File: config.mk
export PLATFORM = sky130hd
export DESIGN_NAME = main_memory_arbiter
export DESIGN_NICKNAME = d
export VERILOG_FILES = /design/src/rtl/main_memory_arbiter.sv
export SDC_FILE = /design/constraint.sdc
export NUM_CORES = 1
export LEC_CHECK = 0
export CAP_MARGIN = 20
export CORE_MARGIN = 5
export CORE_UTILIZATION = 35
export DETAILED_ROUTE_END_ITERATION = 8
export HOLD_SLACK_MARGIN = 0.12
export MAX_ROUTING_LAYER = met4
export PLACE_DENSITY = 0.77
export SLEW_MARGIN = 20
export SYNTH_ARGS = -nofsm -noshare
export SYNTH_HDL_FRONTEND = slang
export SYNTH_SLANG_ARGS = --single-unit
export TNS_END_PERCENT = 50
File: constraint.sdc
create_clock -name clk -period 2.16 [get_ports clk]
set_clock_uncertainty 0.2 [all_clocks]
set_input_delay 0.324 -clock clk [delete_from_list [all_inputs] [get_ports clk]]
set_output_delay 0.324 -clock clk [all_outputs]
set_load 0.005 [all_outputs]
File: src/rtl/main_memory_arbiter.sv
// Shares one single-port memory between the fetch port and the load/store port; one access in flight.
// Latency: request sampled at edge N -> valid pulse in the cycle after edge N+ACCESS_CYCLES; requests ignored outside IDLE.
// Backpressure: requesters hold req until their valid pulse; MEM_ARB_RR_EN selects round-robin tie-breaking (default: data wins).
module main_memory_arbiter #(
    parameter int ACCESS_CYCLES = 2,
    parameter int ADDR_W        = 32
) (
    input  logic              clk,
    input  logic              rst_n,
    input  logic              ifReq,
    input  logic [ADDR_W-1:0] ifAddr,
    output logic [31:0]       ifData,
    output logic              ifValid,
    input  logic              dReq,
    input  logic              dWrite,
    input  logic [ADDR_W-1:0] dAddr,
    input  logic [31:0]       dWdata,
    output logic [31:0]       dRdata,
    output logic              dValid,
    output logic [ADDR_W-1:0] memAddress,
    output logic              memReadEnable,
    output logic              memWriteEnable,
    output logic [31:0]       memDataIn,
    input  logic [31:0]       memDataOut
);

    typedef enum logic [1:0] {IDLE, BUSY_I, BUSY_D, RESP} state_t;

    localparam int CW = (ACCESS_CYCLES > 1) ? $clog2(ACCESS_CYCLES) : 1;
    localparam logic [CW-1:0] CNT_INIT = CW'(ACCESS_CYCLES - 1);

    state_t            state, state_nx;
    logic [CW-1:0]     cnt, cnt_nx;
    logic              last_d, last_d_nx;
    logic              grant_d;
    logic              store_busy;
    logic [ADDR_W-1:0] addr_nx;
    logic [31:0]       din_nx, ifdata_nx, drdata_nx;
    logic              re_nx, we_nx, ifv_nx, dv_nx;

`ifdef MEM_ARB_RR_EN
    // Tie goes to the port that did not win last time.
    assign grant_d = dReq && (!ifReq || !last_d);
`else
    assign grant_d = dReq;
`endif

    // A store is the only data access issued with readEnable low.
    assign store_busy = (state == BUSY_D) && !memReadEnable;

    always_ff @(posedge clk) begin
        if (!rst_n) state <= IDLE;
        else        state <= state_nx;
    end

    always_comb begin
        state_nx = state;
        case (state)
            IDLE:           if (ifReq || dReq) state_nx = grant_d ? BUSY_D : BUSY_I;
            BUSY_I, BUSY_D: if (cnt == '0) state_nx = RESP;
            RESP:           state_nx = IDLE;
            default:        state_nx = IDLE;
        endcase
    end

    always_comb begin
        cnt_nx    = cnt;
        last_d_nx = last_d;
        addr_nx   = memAddress;
        din_nx    = memDataIn;
        re_nx     = memReadEnable;
        we_nx     = memWriteEnable;
        ifdata_nx = ifData;
        drdata_nx = dRdata;
        ifv_nx    = 1'b0;
        dv_nx     = 1'b0;
        case (state)
            IDLE: begin
                if (ifReq || dReq) begin
                    last_d_nx = grant_d;
                    addr_nx   = grant_d ? dAddr : ifAddr;
                    din_nx    = dWdata;
                    cnt_nx    = CNT_INIT;
                    re_nx     = !(grant_d && dWrite);
                    we_nx     = grant_d && dWrite && (ACCESS_CYCLES == 1);
                end
            end
            BUSY_I, BUSY_D: begin
                if (cnt != '0) begin
                    cnt_nx = cnt - CW'(1);
                    // Write strobe lands on the final busy cycle only.
                    we_nx  = store_busy && (cnt == CW'(1));
                end else begin
                    re_nx = 1'b0;
                    we_nx = 1'b0;
                    if (state == BUSY_I) begin
                        ifv_nx    = 1'b1;
                        ifdata_nx = memDataOut;
                    end else begin
                        dv_nx = 1'b1;
                        if (!store_busy) drdata_nx = memDataOut;
                    end
                end
            end
            default: ;
        endcase
    end

    always_ff @(posedge clk) begin
        if (!rst_n) begin
            cnt            <= '0;
            last_d         <= 1'b0;
            memAddress     <= '0;
            memDataIn      <= '0;
            memReadEnable  <= 1'b0;
            memWriteEnable <= 1'b0;
            ifData         <= '0;
            dRdata         <= '0;
            ifValid        <= 1'b0;
            dValid         <= 1'b0;
        end else begin
            cnt            <= cnt_nx;
            last_d         <= last_d_nx;
            memAddress     <= addr_nx;
            memDataIn      <= din_nx;
            memReadEnable  <= re_nx;
            memWriteEnable <= we_nx;
            ifData         <= ifdata_nx;
            dRdata         <= drdata_nx;
            ifValid        <= ifv_nx;
            dValid         <= dv_nx;
        end
    end

endmodule

==> flow_metrics.env <==
export IMPL_synth_edf_count=0
export IMPL_overflow=0
export IMPL_drc=0
export IMPL_syn_nets=745
export IMPL_hold_class="primary input to register"
export IMPL_worst_pin_slew_ns=0.463
export IMPL_gp_congestion=0.770
export IMPL_synth_top_area_share_pct=49.5
export IMPL_place_area_mm2=0.00833
export IMPL_timing_fmax_mhz=512
export IMPL_stdcell_area_mm2=0.00895
export IMPL_grt_max_degree=49
export IMPL_wirelength_um=16600
export IMPL_fp_dieH_um=135
export IMPL_clockBufferDepth=2
export IMPL_synth_cell_types=32
export IMPL_cts_setup_buffers=0
export IMPL_cts_root_buf="clkbuf_16"
export IMPL_setup_viol=0
export IMPL_worstSetupPathType="register to register"
export IMPL_synth_area_mm2=0.00546
export IMPL_r2r_end="dRdata[25]$_SDFFE_PN0P_"
export IMPL_fin_crit_ns=1.95
export IMPL_grt_pass1_vias=4807
export IMPL_ant_nets=0
export IMPL_worstSetupEndpointType="register"
export IMPL_ff2ff_setup_slack_ns=0.21
export IMPL_regArea_mm2=0.00270
export IMPL_rsz0062_at_grt="false"
export IMPL_design_die_area_mm2=0.0182
export IMPL_yosysMostFrequentCell="nand2_1"
export IMPL_area_growth_pct=64.0
export IMPL_yosys_warnings=0
export IMPL_syn_inst=607
export IMPL_fillers=1323
export IMPL_arrival_ns=2.09
export IMPL_avgViaCountPerCell=4.60
export IMPL_p_leak_nw=3.38
export IMPL_portBuffers=264
export IMPL_clock_sinks=135
export IMPL_vias=4968
export IMPL_cts_max_level=4
export IMPL_routedWlPerCell_um=15.4
export IMPL_cpPeakStageDelay_ns=0.37
export IMPL_yosysTopAreaCell="dfxtp_1"
export IMPL_crit_cells=6
export IMPL_rr_startpoint="state[0]$_SDFFE_PN0P_"
export IMPL_hold_violations=0
export IMPL_netlist_top_cells_count="198 x nand2_1, 135 x dfxtp_1, 66 x mux2i_1, 65 x a21oi_1, 34 x nor2_1"
export IMPL_slew_violations=0
export IMPL_p_per_area_mw_per_mm2=1240
export IMPL_diodes=0
export IMPL_ctsResizeCount=0
export IMPL_drive_above_1_share_pct=9.55
export IMPL_core_mm2=0.0153
export IMPL_critical_path_top_delay_family="simple AND/OR/NAND/NOR gates"
export IMPL_grt_pass1_wl_um=25100
export IMPL_path_max_fanout=32
export IMPL_synthArstFlopShare_pct=0
export IMPL_num_nets_final=996
export IMPL_vdd_drop_max_mv=0.590
export IMPL_cts_tree="yes"
export IMPL_io_pins=265
export IMPL_relSlewSlack_pct=69.1
export IMPL_avgSynthCellArea_um2=8.99
export IMPL_dp_hpwl_um=12200
export IMPL_cts_made_buffers=17
export IMPL_outcome="finished, final reports clean"
export IMPL_worstSetupEndpoint="dRdata[25]$_SDFFE_PN0P_"
export IMPL_drt_iter0_drc=168
export IMPL_cp_slowest_cell="dfxtp_1"
export IMPL_yosys_top_cells_area="dfxtp_1 50%, nand2_1 14%, mux2i_1 12%"
export IMPL_power_mw=11.1
export IMPL_cap_violations=0
export IMPL_reg2reg_depth=6
export IMPL_antenna_found_initial=0
export IMPL_start_kind="register"
export IMPL_cp_cell_sequence="inv_1 > ha_1 > and2b_1 > nor3b_4 > buf_12 > mux2i_1"
export IMPL_multiInputGateArea_mm2=0.00248
export IMPL_initial_core_util_pct=35.8
export IMPL_die_width_um=135
export IMPL_clock_latency_ns=0.41
export IMPL_clk_pin_slew_ns=0.06
export IMPL_setup_tns_ns=0
export IMPL_drtPass1Iterations=4
export IMPL_worst_path_buf_inv=2
export IMPL_synth_main_ff_cell="dfxtp_1"
export IMPL_grt_use_total_pct=18.1
export IMPL_setup_worst_path_start="state[0]$_SDFFE_PN0P_"
export IMPL_crit_required_ns=2.30
export IMPL_period_share_pct=90.4
export IMPL_row_count=45
export IMPL_ctsHoldBuffers=0
export IMPL_seq_area_frac_synth_pct=49.5
export IMPL_ys_ff_latch=135
[where the power goes]
part	internal, mW	switching [mW]
sequential	3.23	0.370
combinational	2.47	2.01
clock	2.01	1.04
total	7.70	3.42
[registers in the layout, summed over array words and instances (netlist names)]
register and count:
dRdata 32, ifData 32, memAddress 32, memDataIn 32, state 2, cnt 1
dValid 1, ifValid 1, memReadEnable 1, memWriteEnable 1
[metal layers]
metal	share of wire, %	GRT usage (%)
met5	0	-
met3	9.4	7.30
met4	1.7	6.11
met2	47	28.2
met1	41	21.2
[logic make-up after synthesis]
family	share of synthesized area, %
multiplexers	12.1
adder cells (fa/ha/maj)	1.15
buffers and inverters	5.34
flip-flops	49.5
AO/OA/AOI/OAI	14.5
AND/OR/NAND/NOR	17.4
[cell type report]
type,count,area share (%)
Inverter,3,0.154
Clock buffer,22,5.30
Timing Repair Buffer,281,32.1
Tap cell,211,2.95
Clock inverter,8,1.64
Multi-Input combinational cell,420,27.7
Sequential cell,135,30.2
[stage by stage]
stage	utilization, %	setup WS (ns)	hold WS, ns	std cells
global route	58.7	0.0578	0.184	1080
floorplan	-	0.294	0.251	607
global placement	54.6	0.250	0.241	1050
detailed placement	54.6	0.197	0.246	1050
CTS	58.7	0.192	0.152	1080
finish	58.7	0.207	0.159	1080
[tightest hold or removal path: cells and delay by family]
| kind | cells | cell delay, ns |
|---|---|---|
| AO/OA/AOI/OAI | 1 | 0.15 |
| buffers and inverters | 2 | 0.27 |
[how the worst min path moves through the flow]
| stage | startpoint | end | slack [ns] | cells after the start |
|---|---|---|---|---|
| floorplan | dRdata[0]$_SDFFE_PN0P_ | dRdata[0]$_SDFFE_PN0P_ | 0.25 | 2 |
| global placement | dRdata[8]$_SDFFE_PN0P_ | dRdata[8]$_SDFFE_PN0P_ | 0.24 | 2 |
| detailed placement | memDataIn[30]$_SDFFE_PN0P_ | memDataIn[30]$_SDFFE_PN0P_ | 0.25 | 2 |
| CTS | rst_n | ifData[30]$_SDFFE_PN0P_ | 0.15 | 3 |
| global route | rst_n | ifData[30]$_SDFFE_PN0P_ | 0.18 | 3 |
| finish | rst_n | ifData[20]$_SDFFE_PN0P_ | 0.16 | 3 |
[cells in the final DEF, fill, tap and decap left out, types with 2 or more instances in the layout]
| cell | instances |
|---|---|
| a211oi_2 | 30 |
| clkbuf_1 | 2 |
| ha_1 | 5 |
| clkdlybuf4s50_1 | 262 |
| clkbuf_16 | 17 |
| a211oi_1 | 2 |
| a21oi_1 | 65 |
| inv_1 | 2 |
| nor2_1 | 34 |
| dfxtp_1 | 135 |
| buf_12 | 9 |
| clkbuf_8 | 3 |
| buf_4 | 8 |
| nand3_1 | 2 |
| buf_2 | 2 |
| mux2i_1 | 66 |
| clkinv_2 | 2 |
| nand2_1 | 198 |
| bufinv_16 | 4 |
Note: power is estimated with default switching activity, not from simulation.
